===== src/rtl/axis_frame_demux.sv =====
// axis_frame_demux: 1-to-M_COUNT AXI-Stream frame demultiplexer.
// The first beat's tdest selects the output port for the whole frame. Frames
// whose tdest is out of range are consumed and dropped. A single output
// register stage is shared by all ports; only the selected port sees tvalid.
module axis_frame_demux #(
    parameter int M_COUNT     = 4,
    parameter int DATA_WIDTH  = 8,
    parameter bit KEEP_ENABLE = (DATA_WIDTH > 8),
    parameter int KEEP_WIDTH  = (DATA_WIDTH / 8),
    parameter bit ID_ENABLE   = 1'b1,
    parameter int ID_WIDTH    = 8,
    parameter int DEST_WIDTH  = $clog2(M_COUNT + 1),
    parameter bit USER_ENABLE = 1'b1,
    parameter int USER_WIDTH  = 1
) (
    input  logic                            clk,
    input  logic                            rst_n,

    input  logic [DATA_WIDTH-1:0]           s_axis_tdata,
    input  logic [KEEP_WIDTH-1:0]           s_axis_tkeep,
    input  logic                            s_axis_tvalid,
    output logic                            s_axis_tready,
    input  logic                            s_axis_tlast,
    input  logic [ID_WIDTH-1:0]             s_axis_tid,
    input  logic [DEST_WIDTH-1:0]           s_axis_tdest,
    input  logic [USER_WIDTH-1:0]           s_axis_tuser,

    output logic [M_COUNT*DATA_WIDTH-1:0]   m_axis_tdata,
    output logic [M_COUNT*KEEP_WIDTH-1:0]   m_axis_tkeep,
    output logic [M_COUNT-1:0]              m_axis_tvalid,
    input  logic [M_COUNT-1:0]              m_axis_tready,
    output logic [M_COUNT-1:0]              m_axis_tlast,
    output logic [M_COUNT*ID_WIDTH-1:0]     m_axis_tid,
    output logic [M_COUNT*DEST_WIDTH-1:0]   m_axis_tdest,
    output logic [M_COUNT*USER_WIDTH-1:0]   m_axis_tuser,

    output logic                            drop_frame
);

    localparam int SEL_W = (M_COUNT > 1) ? $clog2(M_COUNT) : 1;

    typedef enum logic [1:0] {
        IDLE  = 2'd0,
        ROUTE = 2'd1,
        DROP  = 2'd2
    } state_t;

    state_t                  state_q, state_d;
    logic [SEL_W-1:0]        frame_sel_q, frame_sel_d;
    logic [SEL_W-1:0]        out_sel_q, out_sel_d;
    logic                    out_valid_q, out_valid_d;
    logic                    drop_q, drop_d;

    logic [DATA_WIDTH-1:0]   data_q, data_d;
    logic [KEEP_WIDTH-1:0]   keep_q, keep_d;
    logic                    last_q, last_d;
    logic [ID_WIDTH-1:0]     id_q, id_d;
    logic [DEST_WIDTH-1:0]   dest_q, dest_d;
    logic [USER_WIDTH-1:0]   user_q, user_d;

    logic                    sel_ready;
    logic                    drain;
    logic                    accept;
    logic                    dest_ok;
    logic                    load;

    assign sel_ready     = m_axis_tready[out_sel_q];
    assign drain         = out_valid_q && sel_ready;
    // Dropped beats never touch the output register, so DROP can always sink.
    assign s_axis_tready = (state_q == DROP) ? 1'b1 : (!out_valid_q || sel_ready);
    assign accept        = s_axis_tvalid && s_axis_tready;
    assign dest_ok       = (s_axis_tdest < DEST_WIDTH'(M_COUNT));

    // Frame FSM next state plus output-register load/drain decisions.
    always_comb begin
        state_d     = state_q;
        frame_sel_d = frame_sel_q;
        out_sel_d   = out_sel_q;
        out_valid_d = out_valid_q;
        drop_d      = 1'b0;
        load        = 1'b0;
        dest_d      = dest_q;

        if (drain) begin
            out_valid_d = 1'b0;
        end

        unique case (state_q)
            IDLE: begin
                if (accept) begin
                    if (dest_ok) begin
                        load        = 1'b1;
                        frame_sel_d = s_axis_tdest[SEL_W-1:0];
                        out_sel_d   = s_axis_tdest[SEL_W-1:0];
                        dest_d      = s_axis_tdest;
                        if (!s_axis_tlast) state_d = ROUTE;
                    end else if (s_axis_tlast) begin
                        drop_d = 1'b1;
                    end else begin
                        state_d = DROP;
                    end
                end
            end
            ROUTE: begin
                // tdest of later beats is ignored; the frame stays on its port.
                if (accept) begin
                    load      = 1'b1;
                    out_sel_d = frame_sel_q;
                    if (s_axis_tlast) state_d = IDLE;
                end
            end
            DROP: begin
                if (accept && s_axis_tlast) begin
                    drop_d  = 1'b1;
                    state_d = IDLE;
                end
            end
            default: state_d = IDLE;
        endcase

        // A load in the same cycle as a drain wins, keeping full throughput.
        if (load) begin
            out_valid_d = 1'b1;
        end

        data_d = load ? s_axis_tdata : data_q;
        keep_d = load ? s_axis_tkeep : keep_q;
        last_d = load ? s_axis_tlast : last_q;
        id_d   = load ? s_axis_tid   : id_q;
        user_d = load ? s_axis_tuser : user_q;
    end

    // Control state: FSM, port selects, valid and drop pulse.
    always_ff @(posedge clk or negedge rst_n) begin
        if (!rst_n) begin
            state_q     <= IDLE;
            frame_sel_q <= '0;
            out_sel_q   <= '0;
            out_valid_q <= 1'b0;
            drop_q      <= 1'b0;
        end else begin
            state_q     <= state_d;
            frame_sel_q <= frame_sel_d;
            out_sel_q   <= out_sel_d;
            out_valid_q <= out_valid_d;
            drop_q      <= drop_d;
        end
    end

    // Payload register; contents only matter while out_valid_q is set.
    always_ff @(posedge clk) begin
        data_q <= data_d;
        keep_q <= keep_d;
        last_q <= last_d;
        id_q   <= id_d;
        dest_q <= dest_d;
        user_q <= user_d;
    end

    // Every port sees the same register contents; tvalid picks the owner.
    for (genvar i = 0; i < M_COUNT; i++) begin : g_port
        assign m_axis_tdata[i*DATA_WIDTH +: DATA_WIDTH] = data_q;
        assign m_axis_tkeep[i*KEEP_WIDTH +: KEEP_WIDTH] = KEEP_ENABLE ? keep_q : {KEEP_WIDTH{1'b1}};
        assign m_axis_tvalid[i]                         = out_valid_q && (out_sel_q == SEL_W'(i));
        assign m_axis_tlast[i]                          = last_q;
        assign m_axis_tid[i*ID_WIDTH +: ID_WIDTH]       = ID_ENABLE ? id_q : {ID_WIDTH{1'b0}};
        assign m_axis_tdest[i*DEST_WIDTH +: DEST_WIDTH] = dest_q;
        assign m_axis_tuser[i*USER_WIDTH +: USER_WIDTH] = USER_ENABLE ? user_q : {USER_WIDTH{1'b0}};
    end

    assign drop_frame = drop_q;

endmodule


===== config.mk =====
export PLATFORM = sky130hd
export DESIGN_NAME = axis_frame_demux
export DESIGN_NICKNAME = d
export VERILOG_FILES = /design/src/rtl/axis_frame_demux.sv
export SDC_FILE = /design/constraint.sdc
export NUM_CORES = 1
export LEC_CHECK = 0
export ABC_AREA = 1
export BUFFER_PORTS_ARGS = -buffer_cell sky130_fd_sc_hd__buf_4
export CAP_MARGIN = 15
export CORE_MARGIN = 10
export CORE_UTILIZATION = 40
export CTS_BUF_LIST = sky130_fd_sc_hd__clkbuf_4 sky130_fd_sc_hd__clkbuf_8
export CTS_CLUSTER_DIAMETER = 200
export DETAILED_ROUTE_END_ITERATION = 10
export PLACE_DENSITY_LB_ADDON = 0.2
export SKIP_CTS_REPAIR_TIMING = 1
export SLEW_MARGIN = 15
export SYNTH_ARGS = -nofsm -noshare
export SYNTH_HDL_FRONTEND = slang
export SYNTH_SLANG_ARGS = --single-unit

===== constraint.sdc =====
create_clock -name clk -period 2.1 [get_ports clk]
set_input_delay 0.315 -clock clk [delete_from_list [all_inputs] [get_ports clk]]
set_output_delay 0.315 -clock clk [all_outputs]
set_load 0.005 [all_outputs]

==> summary.md, run 1 <==
| Metric | Value |
|---|---|
| Max frequency | `568.7 MHz` |
| CORE AREA | `4029 um^2` |
| Yosys reg bits | `29` |
| CP Capture Point | `id_q[7]$_DFFE_PP_` |
| # port buffers | `117` |
| First-pass GRT wire length | `6.486 mm` |
| TritonCTS buffer count | `5` |
| WP data arrival | `1.71 ns` |
| Total die area | `7181 um^2` |
| VDD IR max | `0.0006712 V` |
| Seq/Total Area, Yosys | `0.4955` |
| Worst-path fanout max | `18` |
| Final hold vios | `0` |
| Worst R2R Start | `state_q[1]$_DFFE_PN0P_` |
| CP Data Required Time | `2.06 ns` |
| Vias per cell | `4.136` |
| Fill cells | `378` |
| Area share of the largest cell type after synthesis | `0.3761` |
| FF-to-FF End | `id_q[7]$_DFFE_PP_` |
| Startpoint types | `flop` |
| Htree depth | `2` |
| Outcome | `finished clean` |
| Max-cap viol count | `0` |
| GP Congestion | `0.7298` |
| Hold crit path type | `in2reg` |
| Slowest cell on crit path | `dfrtp_1` |
| Layout Utilization | `0.5503` |
| Pleak | `1.135 nW` |
| FP Rows | `23` |
| Multi-input gate area | `287.8 um^2` |
| Syn Area/Cell | `10.04 um^2` |
| Longest Clk Path Bufs | `2` |
| Power Density | `1086 nW/um^2` |
| Worst-path clk slew | `0.06 ns` |
| Initial Util | `0.4161` |
| Tmin final | `1.759 ns` |
| DR vias | `1154` |
| Grt ovf | `0` |
| Crit Path Category | `reg2reg` |
| Max-slew violations | `0` |
| Crit. End Element | `flop` |
| Syn Inst Count | `167` |
| Post-route ant nets | `0` |
| Fin crit share | `0.8374` |
| Crit path from | `state_q[1]$_DFFE_PN0P_` |
| Initial DRC Count | `36` |
| Synth area leaders | `edfxtp_1 38%, buf_4 31%, dfrtp_1 12%` |
| Inserted Diodes | `0` |
| Routed len/inst | `14.92 um` |
| Post-Syn Area | `1677 um^2` |
| Cell mode on critical path | `inv_1` |
| Global Route Usage Sum | `0.1102` |
| CTS tree | `yes` |
| Vias in the first global route | `1234` |
| Die outline width | `84.74 um` |
| Worst path cell trace | `nor2_1, inv_1, nor2_1, inv_1, nand2_1, nand2_4, inv_1, buf_4` |
| Setup TNS | `0 ns` |
| Clock Root Buffer | `clkbuf_8` |
| Synthesis-to-layout area growth | `32.24%` |
| Worst R2R Setup Slack | `0.34 ns` |
| Cell taking the most area after synthesis | `edfxtp_1` |
| DRC | `0` |
| Initial antenna violation count | `0` |
| Worst-Skew Late Latency | `0.27 ns` |
| HPWL after DPL | `3.581 mm` |
| Final setup vio count | `0` |
| Drt total wl | `4.163 mm` |
| Final nets | `257` |
| Delay of the slowest critical-path stage | `0.44 ns` |
| Register area | `830.8 um^2` |
| Router iterations before antenna repair | `4` |
| Clock sink count | `29` |
| I/O pin count | `123` |
| Reg2reg path depth | `8` |
| Die Ht | `84.74 um` |
| Layout cells sized above 1 | `0.5983` |
| Syn. warnings | `0` |
| Post-route clock skew | `0.005951 ns` |
| Distinct cells, synth | `17` |
| Largest net degree at the start of global routing | `19` |
| RSZ-0062 raised after global routing | `no` |
logic make-up (layout without fill, tap and decap cells):
kind of cell	Yosys count	count (layout)	share of synthesized area
flops	29	29	0.4955
simple gates	53	53	0.1567
compound gates	2	2	0.005970
buf+inv	82	141	0.3396
other cells	1	4	0.002237
worst min-delay path by stage:
stage	startpoint	to	slack (ns)	cells past startpoint
after floorplan	rst_n	drop_frame$_DFF_PN0_	0.02	0
after global placement	rst_n	out_sel_q[0]$_DFFE_PN0P_	0.14	1
after detailed placement	rst_n	out_sel_q[0]$_DFFE_PN0P_	0.14	1
after CTS	rst_n	out_sel_q[0]$_DFFE_PN0P_	-0.16	1
after global routing	s_axis_tdata[0]	data_q[0]$_DFFE_PP_	0.20	1
final	s_axis_tdata[6]	data_q[6]$_DFFE_PP_	0.21	1
where the power goes:
group | switching [mW] | internal (mW)
Combinational | 0.490 | 0.568
Clock | 0.197 | 0.222
Sequential | 0.134 | 0.797
Total | 0.821 | 1.59
cells in the mapped netlist, drive strengths merged:
| library cell | instances |
|---|---|
| nor3 | 3 |
| nand2 | 31 |
| edfxtp | 21 |
| nand3 | 10 |
| buf | 69 |
| conb | 1 |
| dfrtp | 8 |
| o21ai | 2 |
| inv | 13 |
| nor2 | 9 |
registers in the layout (all words and copies together), names as in the netlist, 2 cells and up:
signal       flops
data_q           8
id_q             8
dest_q           3
frame_sel_q      2
out_sel_q        2
state_q          2
through the flow:
stage	total power [mW]	instance area (um^2)	hold slack (ns)	cells	setup WS, ns
3_3_place_gp	2.014	2126	0.1428	270	0.3540
5_1_grt	2.611	2217	0.1973	279	0.1962
2_1_floorplan	1.652	1688	0.01941	170	0.3488
3_5_place_dp	2.027	2126	0.1417	270	0.3558
4_1_cts	2.461	2207	-0.1619	278	0.3346
6_report	2.408	2217	0.2142	279	0.3415
placed cells by master, fill, tap and decap left out, drive strengths merged:
master	synthesis	final
dlygate4sd3	0	1
inv	13	13
nor2	9	9
dfrtp	8	8
buf	69	119
edfxtp	21	21
nand3	10	10
clkbuf	0	5
o21ai	2	2
nand2	31	31
nor3	3	3
conb	1	4
clkinv	0	3
area by class of cell:
class	count	share of cell area
inverters	13	0.02314
repair buffers	120	0.4074
clock inverters	3	0.005643
well taps	50	0.02822
multi-input cells	59	0.1298
clock buffers	5	0.03104
flip-flops and latches	29	0.3747
worst max-delay path, delay by kind of cell (launching register included):
family | cells | cell delay, ns
flops | 1 | 0.44
simple gates | 4 | 0.53
buf+inv | 4 | 0.46
metal layers:
metal	GRT usage	up-vias	wire length [um]	part of all wire
li1	-	576	-	-
met1	0.1205	496	1561	0.37
met2	0.1743	80	2025	0.49
met3	0.07150	2	562	0.13
met4	0.02695	0	12	0.0029
met5	0	-	0	0
Note: power is estimated with default switching activity, not from simulation.
==> run 2: changes to the inputs <==
--- a/config.mk
+++ b/config.mk
@@ -9,7 +9,7 @@
 export BUFFER_PORTS_ARGS = -buffer_cell sky130_fd_sc_hd__buf_4
 export CAP_MARGIN = 15
 export CORE_MARGIN = 10
-export CORE_UTILIZATION = 40
+export CORE_UTILIZATION = 38
 export CTS_BUF_LIST = sky130_fd_sc_hd__clkbuf_4 sky130_fd_sc_hd__clkbuf_8
 export CTS_CLUSTER_DIAMETER = 200
 export DETAILED_ROUTE_END_ITERATION = 10
==> constraint.sdc (replaced) <==
create_clock -name clk -period 1.5 [get_ports clk]
set_input_delay 0.225 -clock clk [delete_from_list [all_inputs] [get_ports clk]]
set_output_delay 0.225 -clock clk [all_outputs]
set_load 0.005 [all_outputs]
==> run 2 against run 1 <==
Effect of this change: the flow now finishes with violations (negative setup slack); clock power increased by 47%; count of clock-buffer cells in the layout unchanged; non-clock buffer count increased by 13; sequential power increased by 41%; worst hold slack got worse by 0.096 ns; via count increased by 7.3%; worst setup slack got worse by 0.44 ns; cell area increased by 8.2%; cell count increased by 5.4%; wire length increased by 6.0%; global-route usage decreased by 0.089 points; highest routed layer unchanged.
==> summary.md, run 2 (synthesized netlist as in run 1, its figures left out) <==
| Metric | Value |
|---|---|
| Outcome | `complete, but fails checks` |
| Failing checks | `negative setup slack` |
| Grt ovf | `0 (unchanged)` |
| # port buffers | `117 (unchanged)` |
| Clock sink count | `29 (unchanged)` |
| Clock Root Buffer | `clkbuf_8` |
| Fin cells | `294 (+5.4%)` |
| CP Data Required Time | `1.27 ns (-0.79 ns)` |
| VDD IR max | `0.0007208 V (+7.4%)` |
| Max-cap viol count | `0 (unchanged)` |
| Placed Cells | `283 (+4.8%)` |
| Crit. End Element | `output port` |
| Final hold vios | `0 (unchanged)` |
| Vias per cell | `4.211 (+1.8%)` |
| Synthesis-to-layout area growth | `43.06%` |
| Inserted Diodes | `0 (unchanged)` |
| Worst-Skew Late Latency | `0.28 ns (about the same)` |
| Fill cells | `407 (+7.7%)` |
| WHS Endpoint | `id_q[0]$_DFFE_PP_` |
| Initial DRC Count | `15 (-58%)` |
| Fin crit share | `1.064` |
| Worst R2R Start | `out_sel_q[0]$_DFFE_PN0P_` |
| Met3 wire length | `691 um (+23%)` |
| Routed len/inst | `15.01 um (+0.62%)` |
| Max-slew violations | `0 (unchanged)` |
| Crit path from | `out_sel_q[0]$_DFFE_PN0P_` |
| Initial Util | `0.3877 (-0.02842)` |
| FP Rows | `24 (+4.3%)` |
| Final setup vio count | `19 (+19)` |
| Drt total wl | `4.414 mm (+6.0%)` |
| CORE AREA | `4324 um^2 (+7.3%)` |
| Largest net degree at the start of global routing | `11 (-8)` |
| Startpoint types | `flop` |
| Max frequency | `626.3 MHz` |
| WP data arrival | `1.37 ns (-0.34 ns)` |
| DRT met1 WL | `1.565 mm (+0.26%)` |
| TritonCTS buffer count | `5 (unchanged)` |
| Post-route ant nets | `0 (unchanged)` |
| DRC | `0 (unchanged)` |
| Total die area | `7469 um^2 (+4.0%)` |
| Cell mode on critical path | `buf_6` |
| Worst-path clk slew | `0.07 ns (about the same)` |
| Worst-path fanout max | `5 (-13)` |
| First-pass GRT wire length | `6.430 mm (-0.86%)` |
| Layout cells sized above 1 | `0.6612 (+0.06290)` |
| Crit path buffers/inverters | `3 (-1)` |
| Longest Clk Path Bufs | `2 (unchanged)` |
| Tmin final | `1.597 ns` |
| Final worst slack | `-0.09669 ns (-0.4382 ns)` |
| Reg2reg path depth | `10 (+2)` |
| Power Density | `1578 nW/um^2 (+45%)` |
| CTS tree | `yes` |
| Die Ht | `86.43 um (+2.0%)` |
| Slowest cell on crit path | `dfrtp_2` |
| Largest registers | `data_q (8), id_q (8), dest_q (3)` |
| Most common cell after layout, fill and taps aside | `buf_4` |
| Die outline width | `86.43 um (+2.0%)` |
| I/O pin count | `123 (unchanged)` |
| Vias in the first global route | `1278 (+3.6%)` |
| Family with the most delay on the worst path | `flip-flops` |
| Worst path cell trace | `inv_4, nand3_2, nand2_2, nor2_4, nand3_4, buf_6, buf_6` |
| Router iterations before antenna repair | `4 (unchanged)` |
| HPWL after DPL | `3.666 mm (+2.4%)` |
| Hold_sp | `s_axis_tid[0]` |
| GP Congestion | `0.7323 (+0.34%)` |
| Highest routed layer | `met4` |
| Worst R2R Setup Slack | `-0.08 ns (-0.42 ns)` |
| Initial antenna violation count | `0 (unchanged)` |
| Met2 routed WL | `2.111 mm (+4.2%)` |
| Global Route Usage Sum | `0.1093 (-0.0008853)` |
| Final nets | `270 (+5.1%)` |
| WHS Path Cells | `1 (unchanged)` |
| Crit Path Category | `reg2out` |
| Commonest cells after routing, fill and taps aside | `128 x buf_4, 26 x nand2_1, 21 x edfxtp_1` |
| Delay of the slowest critical-path stage | `0.43 ns (about the same)` |
| DR vias | `1238 (+7.3%)` |
| Post-route clock skew | `0.009341 ns (+0.003390 ns)` |
| Hold crit path type | `in2reg` |
| RSZ-0062 raised after global routing | `yes` |
| Min Hold Slack | `0.1178 ns (-0.09635 ns)` |
| FF-to-FF End | `id_q[2]$_DFFE_PP_` |
| Htree depth | `2 (unchanged)` |
| Pleak | `1.203 nW (+6.0%)` |
## run 2: worst reg2reg max path, cell delays in order, from the launching register on
cell and delay (ns):
dfrtp_2 0.43, inv_4 0.06, nand3_2 0.06, nand2_2 0.06
nor2_4 0.13, nand3_4 0.10, nand2_4 0.10, inv_4 0.04
nand2_4 0.06, clkinvlp_4 0.12, buf_12 0.16
## run 2: layer usage
| layer | track usage | vias to the layer above |
|---|---|---|
| met5 | 0 | - |
| met4 | 0.03535 | 0 |
| met3 | 0.07786 | 7 |
| met2 | 0.1879 | 76 |
| met1 | 0.09950 | 553 |
| li1 | - | 602 |
## run 2: power breakdown
part	internal, mW	leakage [nW]	switching (mW)
Combinational	1.05	0.865	0.810
Clock	0.319	0.0439	0.296
Sequential	1.12	0.294	0.192
Total	2.49	1.20	1.30
## run 2: how the worst max path moves through the flow
stage / slack, ns / cells after the start / end
detailed placement: -0.05 / 10 / user_q$_DFFE_PP_
CTS: -0.15 / 7 / s_axis_tready
floorplan: -0.06 / 9 / data_q[0]$_DFFE_PP_
finish: -0.1 / 7 / s_axis_tready
global placement: -0.01 / 10 / data_q[1]$_DFFE_PP_
global route: -0.17 / 7 / s_axis_tready
## run 2: area by class of cell
type	instances	area (um^2)	share of cell area
repair buffers	133	1033	0.4309
flip-flops and latches	29	833.3	0.3474
multi-input cells	59	322.8	0.1346
clock buffers	5	68.82	0.02869
well taps	52	65.06	0.02713
inverters	13	57.56	0.02400
clock inverters	3	17.52	0.007303
## run 2: through the flow
step / total power [mW] / setup slack, ns / area, um^2 / util / TNS, ns
6_report: 3.784 / -0.09669 / 2399 / 0.5547 / -1.447
5_1_grt: 4.070 / -0.1694 / 2399 / 0.5547 / -2.966
4_1_cts: 3.712 / -0.1468 / 2326 / 0.5379 / -1.341
3_5_place_dp: 3.080 / -0.05142 / 2240 / 0.5179 / -0.9084
3_3_place_gp: 3.047 / -0.01098 / 2240 / 0.5179 / -0.1877
2_1_floorplan: 2.320 / -0.06415 / 1692 / - / -1.155
